**config.mk**
```make
export PLATFORM = sky130hd
export DESIGN_NAME = adc_frame_serializer
export DESIGN_NICKNAME = d
export VERILOG_FILES = /design/src/rtl/adc_frame_serializer_pkg.sv /design/src/rtl/adc_lane_shifter.sv /design/src/rtl/adc_frame_serializer.sv
export SDC_FILE = /design/constraint.sdc
export NUM_CORES = 1
export LEC_CHECK = 0
export CORE_AREA = 2 2 211 317
export DETAILED_ROUTE_END_ITERATION = 8
export DIE_AREA = 0 0 213 319
export PLACE_DENSITY_LB_ADDON = 0.3
export SYNTH_ARGS = -nofsm -noshare
export SYNTH_HDL_FRONTEND = slang
export SYNTH_HIERARCHICAL = 1
export SYNTH_SLANG_ARGS = --single-unit
```
**constraint.sdc**
```tcl
create_clock -name CLK -period 3.68 [get_ports CLK]
set_input_delay 0.92 -clock CLK [delete_from_list [all_inputs] [get_ports CLK]]
set_output_delay 0.92 -clock CLK [all_outputs]
set_load 0.1 [all_outputs]
```
**src/rtl/adc_frame_serializer_pkg.sv**
```systemverilog
// Shared types and helpers for the ADC frame serializer.
// Holds the FSM state type and the per-lane bit-count function.
package my_utils;

  typedef enum logic {
    SYNC_WAIT = 1'b0,
    RUN       = 1'b1
  } state_e;

  // Bits each lane shifts out per frame.
  function automatic int lane_bits(int n_ch, int word_w, int n_lanes);
    return (n_ch / n_lanes) * word_w;
  endfunction

endpackage

```
**src/rtl/adc_lane_shifter.sv**
```systemverilog
// One serial lane: parallel load, MSB-first shift, zero fill.
// Once a frame has been shifted out, the register holds zeros.
module adc_lane_shifter #(
  parameter int B_W = 64
) (
  input  logic           clk_i,
  input  logic           rst_i,
  input  logic           clr_i,
  input  logic           load_i,
  input  logic [B_W-1:0] data_i,
  output logic           dout_o
);

  logic [B_W-1:0] sh_q;

  // Clear wins over load, so an aborted frame leaves no residue.
  always_ff @(posedge clk_i) begin
    if (rst_i || clr_i) sh_q <= '0;
    else if (load_i)    sh_q <= data_i;
    else                sh_q <= sh_q << 1;
  end

  assign dout_o = sh_q[B_W-1];

endmodule

```
**src/rtl/adc_frame_serializer.sv**
```systemverilog
// Frame-based serializer: N_CH sample words onto N_LANES lanes.
// A frame starts every FRAME_PERIOD cycles; nSYNC_IN restarts it.
module adc_frame_serializer
  import my_utils::*;
#(
  parameter int N_CH         = 8,
  parameter int WORD_W       = 32,
  parameter int N_LANES      = 4,
  parameter int FRAME_PERIOD = 128
) (
  input  logic               CLK,
  input  logic               RST,
  input  logic               nSYNC_IN,
  input  logic [WORD_W-1:0]  NEXT_DATA [N_CH],
  input  logic               NEXT_VALID,
  output logic               NEXT_READY,
  output logic [N_LANES-1:0] DOUT,
  output logic               nDRDY,
  output logic               STALE
);

  localparam int B   = lane_bits(N_CH, WORD_W, N_LANES);
  localparam int CPL = N_CH / N_LANES;
  localparam int FW  = $clog2(FRAME_PERIOD);

  localparam logic [FW-1:0] B_CNT = FW'(B);
  localparam logic [FW-1:0] LAST  = FW'(FRAME_PERIOD - 1);

  if (N_CH % N_LANES != 0) begin : g_bad_lanes
    $error("N_CH must be a multiple of N_LANES");
  end
  if (FRAME_PERIOD < B + 2) begin : g_bad_period
    $error("FRAME_PERIOD too short for lane bit count");
  end

  state_e          st_q;
  logic [FW-1:0]   fcnt_q;
  logic            ready_q;
  logic            ndrdy_q;
  logic            stale_q;
  logic [WORD_W-1:0] shadow_q [N_CH];

  logic at0;
  logic abort;
  logic [WORD_W-1:0] src_d  [N_CH];
  logic [B-1:0]      lane_d [N_LANES];

  assign at0   = (st_q == RUN) && (fcnt_q == '0);
  assign abort = (st_q == RUN) && !nSYNC_IN;

  // Pick fresh or repeated samples and pack each lane MSB-first.
  always_comb begin
    for (int c = 0; c < N_CH; c++) begin
      src_d[c] = NEXT_VALID ? NEXT_DATA[c] : shadow_q[c];
    end
    for (int l = 0; l < N_LANES; l++) begin
      lane_d[l] = '0;
      for (int j = 0; j < CPL; j++) begin
        lane_d[l][B-1-j*WORD_W -: WORD_W] = src_d[l+j*N_LANES];
      end
    end
  end

  // Frame FSM with registered handshake and status outputs.
  always_ff @(posedge CLK) begin
    if (RST) begin
      st_q     <= SYNC_WAIT;
      fcnt_q   <= '0;
      ready_q  <= 1'b0;
      ndrdy_q  <= 1'b1;
      stale_q  <= 1'b0;
      shadow_q <= '{default: '0};
    end else begin
      ready_q <= 1'b0;
      ndrdy_q <= 1'b1;
      if (at0) begin
        if (NEXT_VALID) shadow_q <= NEXT_DATA;
        stale_q <= !NEXT_VALID;
      end
      unique case (st_q)
        SYNC_WAIT: begin
          fcnt_q <= '0;
          if (nSYNC_IN) begin
            st_q    <= RUN;
            ready_q <= 1'b1;
          end
        end
        RUN: begin
          if (!nSYNC_IN) begin
            st_q   <= SYNC_WAIT;
            fcnt_q <= '0;
          end else begin
            if (fcnt_q == LAST) begin
              fcnt_q  <= '0;
              ready_q <= 1'b1;
            end else begin
              fcnt_q <= fcnt_q + 1'b1;
            end
            ndrdy_q <= !(fcnt_q < B_CNT);
          end
        end
      endcase
    end
  end

  for (genvar l = 0; l < N_LANES; l++) begin : g_lane
    adc_lane_shifter #(
      .B_W (B)
    ) u_shift (
      .clk_i  (CLK),
      .rst_i  (RST),
      .clr_i  (abort),
      .load_i (at0),
      .data_i (lane_d[l]),
      .dout_o (DOUT[l])
    );
  end

  assign NEXT_READY = ready_q;
  assign nDRDY      = ndrdy_q;
  assign STALE      = stale_q;

endmodule

```
# == Word level (Yosys, flattened, before mapping) ==
# Cells that the tools add are included.
# totals
register_bits,523
word_cells,56
# classes
addsub,1
order_cmp,1
eq_ne,1
mux,19
bitwise,3
reduce_logical,10
# op_table
cell,n
32-bit 2-to-1 mux,8
64-bit 2-to-1 mux,4
7-bit 2-to-1 mux,2
7-bit case mux with 2 select lines,1
"7-bit by 1-bit adder with 7-bit output, second input constant",1
"7-bit == test, second input constant",1
7-bit zero test,1
"7-bit < comparator, second input constant",1
1-bit zero test,3
1-bit 2-to-1 mux,3
1-bit NOT,3
3-bit OR reduction,1
1-bit logical AND,2
1-bit case mux with 2 select lines,1
2-bit AND reduction,1
2-bit OR reduction,1
1-bit logical OR,1

# == Logic depth before layout (Yosys ltp) ==
# depth
word_depth,4
ltp_mapped,9
depth_no_buf,6

# == Modules after synthesis ==
# The synthesis kept the hierarchy.
# modules_own_cells
mod,instances,cells_per_inst,area_each_um2,seq_area_each_um2
adc_frame_serializer,1,1501,13291.5,5345.1
adc_lane_shifter,4,207,2341.0,1281.2

# == Worst setup path before layout ==
# No wires, ideal clock.
# synth_path
path_kind,reg2reg
from,register fcnt_q[0]
to,register g_lane[0].u_shift.sh_q[50]
setup_time_ps,114
arrival_time_ps,2205
required_ps,3566
setup_slack_ps,1361
stages_incl_launch_ff,10
path_buffers,3
synth_period_minus_slack_ps,2319
path_cell_list,dfxtp_1 inv_1 ha_1 nand4bb_1 buf_2 nor4_1 buf_6 buf_6 mux2i_1 nor2_1
# synth_between
elab_chain_len,3
# synth_lines
item,line,rtl
"start, declared",adc_frame_serializer.sv:37,logic [FW-1:0] fcnt_q;
"start signal, assigned",adc_frame_serializer.sv:97,fcnt_q <= fcnt_q + 1'b1;
7-bit zero test,adc_frame_serializer.sv:48,assign at0 = (st_q == RUN) && (fcnt_q == '0);
1-bit logical AND,adc_frame_serializer.sv:48,
net at0,adc_frame_serializer.sv:43,logic at0;
64-bit 2-to-1 mux,adc_lane_shifter.sv:19,else if (load_i) sh_q <= data_i;
"end signal, assigned",adc_lane_shifter.sv:19,
"end signal, assigned",adc_lane_shifter.sv:20,else sh_q <= sh_q << 1;
"end, declared",adc_lane_shifter.sv:14,logic [B_W-1:0] sh_q;
# The timed path passes the listed nets, and every way through them passes these cells.
# A chain may end at the register's enable or synchronous reset.

# == Worst setup path in the final report ==
# layout_path
from,register g_lane[1].u_shift.sh_q[63]
to,output port DOUT[1]
# layout_lines
item,line,rtl
"start, declared",adc_lane_shifter.sv:14,
"start signal, assigned",adc_lane_shifter.sv:19,
"start signal, assigned",adc_lane_shifter.sv:20,
"end, declared",adc_frame_serializer.sv:17,"output logic [N_LANES-1:0] DOUT,"
# No word-level cell between the ends.

==> metrics.txt <==
area of the multi-input gates=10500 um^2; IR Drop Worst-Case VDD=0.000284 V; clk root buf=clkbuf_16; clock latency on the worst-skew pair=590 ps; Residual DRC=0; Syn Nets=2591; switching power=3.12 mW; Final ANT Viol Nets=0; Initial Util=0.348; FFs w/ async S/R, synth=0; Fill cells=6421; post-cts sizing count=0; Post-Syn Area per Cell=~9.7 um^2; design internal power=9.63 mW; Worst path slowest cell=clkdlybuf4s50_1; largest net degree at the start of global routing=175; Iteration-0 DRC Markers=994; Yosys reg bits=523; CTS tree=built; cts bufs inserted=52; WP data arrival=2130 ps; Worst Path Buf+Inv=1; cell area after layout=between 20000 and 30000 um^2; Setup Buffers After CTS=0; worst min-delay path category=flop to flop; Netlist cell types=32; Sw Share=0.245; number of enable flip-flop cells after synthesis=0; CP Launch Type=flop; Final setup viols=0; number of maximum-capacitance violations=0; vias in the first global route=between 15000 and 20000; fin. max-slew vios=0; Top FF cell, synth=dfxtp_1; combinational fraction of design power=0.115; Vias=17334; vias per cell=5.14; post-DR wirelength/cell=18.4 um; CP cell instances=clkdlybuf4s50_1; HPWL after DPL=around 36000 um; global router's overall resource usage=0.180; Final Critical Period=3050 ps; outcome=finished, final reports clean; wire length on met2=31400 um; PD cells=473 nW/um^2; CP Capture Type=output port; grt total ovfl=0; Fin. Hold Viols=0; synth warn=6; area delta synth->final=19.0%; Worst Path Max Fanout=1; highest attainable clock frequency=0.328 GHz; hold_buf cts=0; final layout net count=2713; WL final=around 62000 um; Clock H-tree levels=2; hold_ws=459 ps; met3 wire len=2780 um; clk buf depth=3; Slew headroom=0.273; Final TNS setup=0 ps; CP peak stage delay=1150 ps; Die ar.=67900 um^2; Worst-path clk slew=roughly 60 ps; first-pass GRT wire length=97800 um; core outline area=about 65000 um^2; share of the yosys chip area belonging to registers=0.462; initial antenna violation count=11; Slew @ Worst Pin=1090 ps; total power=12.7 mW; layout cell share with drive strength beyond 1=0.153; Critical Path RT=~2800 ps; sequential power share=0.464; WS Path Type=flop to output port; clk_skew=15.9 ps; Post-Syn Instances=2329; Seq. cell area=10500 um^2; Clock Power Share=0.421; RSZ-0062 raised after global routing=no; Leakage=around 9.5 nW; post-place instance area=25200 um^2; fin util=0.413; Mapped Area=22700 um^2; die width=around 210 um; IO Port Bufs=266; Metal-1 WL=between 20000 and 30000 um; IO Count=267; share of the cycle needed by the critical path after routing=0.828; CP top delay family=buffers and inverters; max layer used=met5; drt pass-1 iters=5; Sink Count=523; chip height=about 320 um; FP Rows=between 100 and 150; GP Congestion=0.733
## final cells by class
| class | instances | area share |
|---|---|---|
| Clock inverter | 14 | 0.00613 |
| Multi-Input combinational cell | 1574 | 0.391 |
| Timing Repair Buffer | 297 | 0.115 |
| Inverter | 3 | 0.000418 |
| Sequential cell | 523 | 0.389 |
| Clock buffer | 78 | 0.0572 |
| Tap cell | 877 | 0.0407 |
| Antenna cell | 6 | 0.000557 |
## cell usage after synthesis, types with 2 or more instances
library cell / n / share of area
buf_8: 20 / 0.013
xor2_1: 3 / 0.0012
clkbuf_1: 42 / 0.0070
ha_1: 2 / 0.0011
or2_1: 4 / 0.0011
nand3_1: 260 / 0.057
nor2b_1: 2 / 0.00055
and2_1: 2 / 0.00055
nor2_1: 256 / 0.042
dfxtp_1: 523 / 0.46
inv_1: 3 / 0.00050
mux2_2: 256 / 0.13
buf_1: 23 / 0.0038
buf_6: 64 / 0.032
nand2_1: 5 / 0.00083
buf_2: 80 / 0.018
o21ai_1: 240 / 0.053
o21ai_0: 19 / 0.0042
nor2_2: 4 / 0.0011
mux2i_1: 252 / 0.11
a21oi_1: 258 / 0.057
## flip-flops by register name, indices dropped and copies added (netlist names)
name / flops
g_lane.u_shift/sh_q: 256
shadow_q: 256
fcnt_q: 7
NEXT_READY: 1
STALE: 1
nDRDY: 1
st_q: 1
## power by group through the flow
stage                     clock [mW]  sequential, mW  combinational (mW)
final                           5.37            5.91                1.46
after global routing            5.77            5.93                1.58
after CTS                       5.56            5.91                1.47
after detailed placement           0            6.04                1.47
after global placement             0            6.03                1.45
after floorplan                    0            6.03               0.962
## stage by stage
stage          instances  setup WS [ps]
3_5_place_dp        3274            774
4_1_cts             3366            552
5_1_grt             3372            577
3_3_place_gp        3274            771
6_report            3372            633
2_1_floorplan       2329           1360
## kinds of logic after synthesis
kind of cell	synth area share
xor gates and xnor gates	0.00116
buffers and inverters	0.0740
AOI/OAI and AO/OA	0.115
adders and majority gates	0.00110
muxes	0.239
DFF	0.462
and+or+nand+nor	0.108
## path summary, 6_finish.rpt
| path | to | cells past startpoint | slack, ps | startpoint |
|---|---|---|---|---|
| hold reg to reg | g_lane[2].u_shift/sh_q[6]$_SDFF_PP0_ | 2 | 460 | g_lane[2].u_shift/sh_q[5]$_SDFF_PP0_ |
| hold / removal | g_lane[2].u_shift/sh_q[6]$_SDFF_PP0_ | 2 | 460 | g_lane[2].u_shift/sh_q[5]$_SDFF_PP0_ |
| setup / recovery | DOUT[1] | 1 | 630 | g_lane[1].u_shift/sh_q[63]$_SDFF_PP0_ |
| setup reg to reg | g_lane[2].u_shift/sh_q[27]$_SDFF_PP0_ | 8 | 1180 | fcnt_q[0]$_SDFF_PP0_ |
## per-layer routing
layer  up-vias  track usage
met2       341        0.326
met4        10       0.0614
li1       8416            -
met5         -            0
met3        94       0.0335
met1      8473        0.209
## layout by cell type, fill, tap and decap left out, drive strengths merged
master	instances
a21oi	258
and2	2
and3b	1
buf	33
bufinv	3
clkbuf	79
clkdlybuf4s50	263
clkinv	8
clkinvlp	2
dfxtp	523
diode	6
ha	2
inv	4
mux2	256
mux2i	252
nand2	5
nand2b	1
nand3	260
nand4bb	1
nor2	260
nor2b	2
nor4	1
nor4b	1
nor4bb	1
o211ai	1
o21a	1
o21ai	259
o31ai	1
or2	4
or3	1
or4b	1
xor2	3
(Power assumes the default switching activity.)
